===== config.mk =====
export PLATFORM = sky130hd
export DESIGN_NAME = mux4_rr_arbiter
export DESIGN_NICKNAME = d
export VERILOG_FILES = /design/src/rtl/mux4_rr_arbiter.sv
export SDC_FILE = /design/constraint.sdc
export NUM_CORES = 1
export LEC_CHECK = 0
export CELL_PAD_IN_SITES_DETAIL_PLACEMENT = 1
export CELL_PAD_IN_SITES_GLOBAL_PLACEMENT = 2
export CORE_UTILIZATION = 19
export DETAILED_ROUTE_END_ITERATION = 10
export GPL_ROUTABILITY_DRIVEN = 0
export PLACE_DENSITY_LB_ADDON = 0.1
export SLEW_MARGIN = 10
export SYNTH_ARGS = -nofsm -noshare
export SYNTH_HDL_FRONTEND = slang
export SYNTH_SLANG_ARGS = --single-unit

===== constraint.sdc =====
create_clock -name clk -period 1.4 [get_ports clk]
set_input_delay 0.14 -clock clk [delete_from_list [all_inputs] [get_ports clk]]
set_output_delay 0.14 -clock clk [all_outputs]
set_load 0.02 [all_outputs]

===== src/rtl/mux4_rr_arbiter.sv =====
// mux4_rr_arbiter: round-robin arbiter in front of a shared 4:1 select.
// Captures the winning requester's word into an output register, presents it
// on a valid/ready port and returns a one-cycle ack when the consumer takes it.
// Optional feature: define MUX4_ARB_BURST_EN to let a requester that still
// has req asserted keep the grant for up to MAX_BURST consecutive beats.
module mux4_rr_arbiter #(
    parameter int W         = 8,
    parameter int MAX_BURST = 4
) (
    input  logic           clk,
    input  logic           rst,
    input  logic [3:0]     req,
    input  logic [4*W-1:0] in_data,
    output logic [3:0]     ack,
    output logic [1:0]     sel,
    output logic [3:0]     grant,
    output logic           out_valid,
    output logic [W-1:0]   out_data,
    input  logic           out_ready
);

    if (MAX_BURST < 1) begin : g_bad_max_burst
        $error("mux4_rr_arbiter: MAX_BURST must be >= 1");
    end

    typedef enum logic {IDLE, BUSY} state_t;

    state_t         state, state_d;
    logic [1:0]     ptr, ptr_d;
    logic [1:0]     sel_d;
    logic [3:0]     grant_d;
    logic           out_valid_d;
    logic [W-1:0]   out_data_d;
    logic [1:0]     g;
    logic           accept;

`ifdef MUX4_ARB_BURST_EN
    localparam int BCW = (MAX_BURST > 1) ? $clog2(MAX_BURST) : 1;
    logic [BCW-1:0] burst_cnt, burst_cnt_d;
`endif

    // First set request at or after ptr, wrapping 3 -> 0.
    function automatic logic [1:0] rr_pick(input logic [3:0] r, input logic [1:0] p);
        logic [1:0] idx;
        rr_pick = p;
        for (int k = 3; k >= 0; k--) begin
            idx = p + 2'(k);
            if (r[idx]) rr_pick = idx;
        end
    endfunction

    assign accept = (state == BUSY) && out_valid && out_ready;

    // Ack goes back to the granted requester in the same cycle the beat is taken.
    assign ack = accept ? grant : 4'b0000;

    // State and output registers; reset drops any pending beat.
    always_ff @(posedge clk or posedge rst) begin
        if (rst) begin
            state     <= IDLE;
            ptr       <= 2'd0;
            grant     <= 4'b0000;
            sel       <= 2'd0;
            out_valid <= 1'b0;
            out_data  <= '0;
`ifdef MUX4_ARB_BURST_EN
            burst_cnt <= '0;
`endif
        end else begin
            state     <= state_d;
            ptr       <= ptr_d;
            grant     <= grant_d;
            sel       <= sel_d;
            out_valid <= out_valid_d;
            out_data  <= out_data_d;
`ifdef MUX4_ARB_BURST_EN
            burst_cnt <= burst_cnt_d;
`endif
        end
    end

    // Next-state logic: grant in IDLE, hold everything stable in BUSY until accepted.
    always_comb begin
        state_d     = state;
        ptr_d       = ptr;
        grant_d     = grant;
        sel_d       = sel;
        out_valid_d = out_valid;
        out_data_d  = out_data;
        g           = rr_pick(req, ptr);
`ifdef MUX4_ARB_BURST_EN
        burst_cnt_d = burst_cnt;
`endif
        case (state)
            IDLE: begin
                grant_d = 4'b0000;
`ifdef MUX4_ARB_BURST_EN
                // A burst in progress regrants the same requester unconditionally.
                if (burst_cnt != '0) begin
                    g = sel;
                end
                if (req != 4'b0000 || burst_cnt != '0) begin
`else
                if (req != 4'b0000) begin
`endif
                    grant_d     = 4'b0001 << g;
                    sel_d       = g;
                    out_data_d  = in_data[g*W +: W];
                    out_valid_d = 1'b1;
                    state_d     = BUSY;
                end
            end
            BUSY: begin
                out_valid_d = 1'b1;
                if (accept) begin
                    grant_d     = 4'b0000;
                    out_valid_d = 1'b0;
                    state_d     = IDLE;
`ifdef MUX4_ARB_BURST_EN
                    if (req[sel] && (int'(burst_cnt) < MAX_BURST - 1)) begin
                        burst_cnt_d = burst_cnt + BCW'(1);
                    end else begin
                        burst_cnt_d = '0;
                        ptr_d       = sel + 2'd1;
                    end
`else
                    ptr_d = sel + 2'd1;
`endif
                end
            end
            default: state_d = IDLE;
        endcase
    end

endmodule

=== Word level (Yosys, flattened, before mapping) ===
Index checks and enable logic that the tools add are counted.

* Add/sub/neg operators: 4
* $lt $le $gt $ge: 4
* Equal/unequal tests: 2
* Shifts and indexed selects: 2
* Mux-type cells: 21
* Bitwise gates (word level): 1
* Reduce and logical (&&, ||, !) cells: 5

{| class="wikitable"
|+ Operator list
! kind !! number
|-
| indexed part select 32 x 6 -> 8 bit || 1
|-
| < comparator 2 x 3 -> 1 bit, second input constant || 4
|-
| two-way mux 4 bit || 3
|-
| binary-select mux 1 bit (select 2 bit) || 4
|-
| two-way mux 2 bit || 4
|-
| case mux 4 bit (2 select lines) || 1
|-
| two-way mux 1 bit || 7
|-
| adder 2 x 1 -> 2 bit, second input constant || 2
|-
| adder 2 bit, second input constant || 2
|-
| case mux 1 bit (2 select lines) || 2
|-
| AND reduction 2 bit || 2
|-
| nonzero test 4 bit || 1
|-
| << shifter 1 x 2 -> 4 bit, first input constant || 1
|-
| logical AND 1 bit || 2
|-
| inequality test 2 x 1 -> 1 bit, second input constant || 1
|-
| inequality test 2 bit, second input constant || 1
|-
| inverter 1 bit || 1
|}

* Bits in registers: 18
* Input port bits: 39
* Output and inout bits: 19
* Logic and storage cells: 45

=== Longest topological paths before layout ===
* Depth after elaboration: 10
* Depth in mapped cells: 7
* Depth with buffers taken out: 5

=== Worst setup path before layout ===
Ideal clock, no wire load.

* Path kind: register -> register
* From: register ptr[0]
* To: register out_data[0]
* Setup time: 0.132 ns
* Arrival time: 1.305 ns
* Data required time: 1.268 ns
* Path slack: -0.038 ns
* Stages on the path, launching flop included: 8
* Path buffers: 2
* Clock period less this slack: 1.438 ns
* Cell sequence: dfrtp_1 > inv_1 > a21o_1 > o21ai_1 > buf_6 > buf_12 > mux2i_1 > o221ai_2

* Word-level cells in the longest chain between the ends: 8
* Elaborated cells between the ends (all ways): 16
* Those cells by class: add/sub (3); shift (1); mux (12)

{| class="wikitable"
|+ RTL lines
! item !! RTL line !! text
|-
| start: declaration || 29 || <nowiki>logic [1:0] ptr, ptr_d;</nowiki>
|-
| start signal: assignment || 71 || <nowiki>ptr <= ptr_d;</nowiki>
|-
| adder 2 bit || 47 || <nowiki>idx = p + 2'(k);</nowiki>
|-
| binary-select mux 1 bit (select 2 bit) || 48 || <nowiki>if (r[idx]) rr_pick = idx;</nowiki>
|-
| two-way mux 1 bit (implied by the code) || 48 ||
|-
| two-way mux 2 bit (3 in a row) || 48 ||
|-
| two-way mux 2 bit (*) || 48 ||
|-
| indexed part select 32 x 6 -> 8 bit (*) || 108 || <nowiki>out_data_d = in_data[g*W +: W];</nowiki>
|-
| end signal: assignment || 75 || <nowiki>out_data <= out_data_d;</nowiki>
|-
| end: declaration || 18 || <nowiki>output logic [W-1:0] out_data,</nowiki>
|}

Every way passes the cells marked *; elsewhere a longest branch is shown, timed or not. The select of a mux whose other input is x is not followed.
A chain may end at the register's enable or synchronous reset.

=== Final worst setup path ===
* From: register ptr[1]
* To: register out_data[3]

Same word-level chain as after synthesis.

==> metrics.cfg <==
[setup_path]
cpMaxStageDelayCell=dfrtp_2
crit_type=reg2reg
crit_path_end_kind=flop
cp.required_ps=1530
critPathMaxFanout=12
start_kind=flop
critPathTopFamily=compound AO/OA/AOI/OAI gates
crit_path_max_incr_delay_ps=450
worstPathArrival_ps=1640
crit_chain=o31ai_2 > o21ai_4 > buf_12 > mux2i_2 > o221ai_2
crit_buf_inv=1

[synthesis]
syn_area_per_cell_um2=10.4
synth-main-ff-cell=dfrtp_1
yosys.area.top_type_share=0.426
synthTopCellsByArea=dfrtp_1 (43%), mux2i_1 (16%), o221ai_2 (9.9%)
syn_nets=141
synth_most_common_cell=dfrtp_1
synth_warnings=0
ys_seq_area_frac=0.426
synthArstFlopShare=1.00
ys_types=29
synth_common_cells=dfrtp_1 (18), mux2i_1 (17), nand2_1 (16), o221ai_2 (7), o21ai_0 (6)
synth_largest_area_cell=dfrtp_1
ys_ff_latch=18
synth_edf_count=0
synth_area_um2=1060
netlist_instances=102

[sta]
fin_setup_tns_ps=-677
finalSetupViolations=11
min_period_over_period=1.08
fin_crit_ps=1520
worstMarginPinSlew_ps=287
slew_headroom=0.807
drv_slew=0
setup_ws_ps=-118
hold_violations=0
rsz0062_at_grt=true
skew_ps=2.34
fmax_mhz=659
hold_slack_ps=222

[clock_network]
clockBufferDepth=2
root_buffer=clkbuf_8
insertion_delay_ps=250
cts.clk_slew.worst_paths_ps=70
cts_tree=built
htree_num_levels=1
cts_num_sinks=18
cts_buffers=3

[global_route]
grt_overflow_total=0
grt_pass1_wl_um=5750
grt_max_degree=19
antenna_found_initial=0
track_usage=0.121
grt_pass1_vias=1211

[floorplan]
design.core.area_um2=5240
dieArea_um2=5870
die_w_um=76.6
start_util=0.202
ios=58
die_h_um=76.6
std_cell_rows=26

[finish]
n_antenna_cell=0
syn_to_final_growth_pct=89.7
fillers=589
final_core_util=0.383
design_area_um2=2010
final_cell_count_no_fill=250
fin_nets=221
drive_gt1_frac=0.328

[place]
io_buffers=57
dpl.cell_count=242
placed_area_um2=1850
hpwl_um=2650

[drt]
wl_per_cell_um=14.0
via_per_inst=4.30
detail_route.iter0.violations=26
drc=0
drt_wl_total_um=3500
route.vias.total=1075
ant_nets=0
dr.pass1.iters=2

[power]
irDropWorstVdd_mv=0.512
leakagePower_nw=0.968
p_per_area_nw_per_um2=1880

[status]
outcome=finished, violations left
violations=setup timing

[hold_path]
hp-class=in2async

[run]
cap_violations=0

-- through the flow --
stage,power [W],setup slack (ps)
5_1_grt,0.00409,-198
2_1_floorplan,0.00215,-17.6
6_report,0.00378,-118
4_1_cts,0.00379,-102
3_3_place_gp,0.00319,-411
3_5_place_dp,0.00324,-503
-- where the power goes --
part	internal (W)	total (W)	switching [W]
Clock	0.000191	0.000361	0.000170
Combinational	0.00131	0.00248	0.00117
Sequential	0.000776	0.000944	0.000168
Total	0.00228	0.00378	0.00150
-- per-layer routing --
| metal | track usage | part of all wire |
|---|---|---|
| met3 | 0.0263 | 0.055 |
| met1 | 0.148 | 0.42 |
| met2 | 0.218 | 0.52 |
| met4 | 0.0173 | 0.0017 |
| met5 | 0 | 0 |
-- cell type report --
cell class | instances | area [um^2] | area share
Clock buffer | 3 | 41.3 | 0.0206
Inverter | 4 | 15.0 | 0.00748
Multi-Input combinational cell | 75 | 629 | 0.313
Sequential cell | 18 | 452 | 0.225
Tap cell | 70 | 87.6 | 0.0436
Timing Repair Buffer | 80 | 783 | 0.390
-- worst paths after layout --
check                            startpoint          end  slack (ps)  cells past startpoint
worst max-delay path                 ptr[1]  out_data[3]        -120                      5
worst min-delay path                    rst  out_data[5]         220                      3
worst max register to register       ptr[1]  out_data[3]        -120                      5
worst min register to register  out_data[0]  out_data[0]         490                      2
max in group asynchronous               rst       ptr[1]         950                      3
min in group clk                out_data[0]  out_data[0]         490                      2
-- timing repair --
item / CTS / global route
resized for setup: 40 / 18
setup endpoints to repair: 21 / 22
gates cloned: 0 / 0
buffers inserted: 4 / 1
hold buffers: 0 / 0
pin swaps: 2 / 0
-- logic make-up (layout without fill, tap and decap cells) --
family / after synthesis / in the layout / synth area share
AO/OA/AOI/OAI: 24 / 24 / 0.197
XOR/XNOR: 1 / 1 / 0.00828
buffers and inverters: 9 / 87 / 0.0591
flip-flops: 18 / 18 / 0.426
multiplexers: 17 / 17 / 0.161
AND/OR/NAND/NOR: 33 / 33 / 0.149
-- flip-flops by register name (all words and copies together) (netlist names) --
signal,flops
sel,2
ptr,2
grant,4
out_data,8
out_valid,1
state,1
-- worst register-to-register path, stage by stage, from the launching register on --
cell	delay, ps
dfrtp_2	450
o31ai_2	340
o21ai_4	100
buf_12	170
mux2i_2	210
o221ai_2	120
-- placed cells by master, fill, tap and decap left out, types with 4 or more instances in the layout --
cell type and n:
clkdlybuf4s50_1 38, buf_4 18, dfrtp_1 17, nand2_1 16, dlymetal6s2s_1 9, o221ai_2 8
mux2i_2 8, mux2i_1 8, dlygate4sd2_1 6, o21ai_1 5, nor2_1 4, and2_1 4
buf_2 4
No activity file was read; power rests on OpenSTA's default activity.
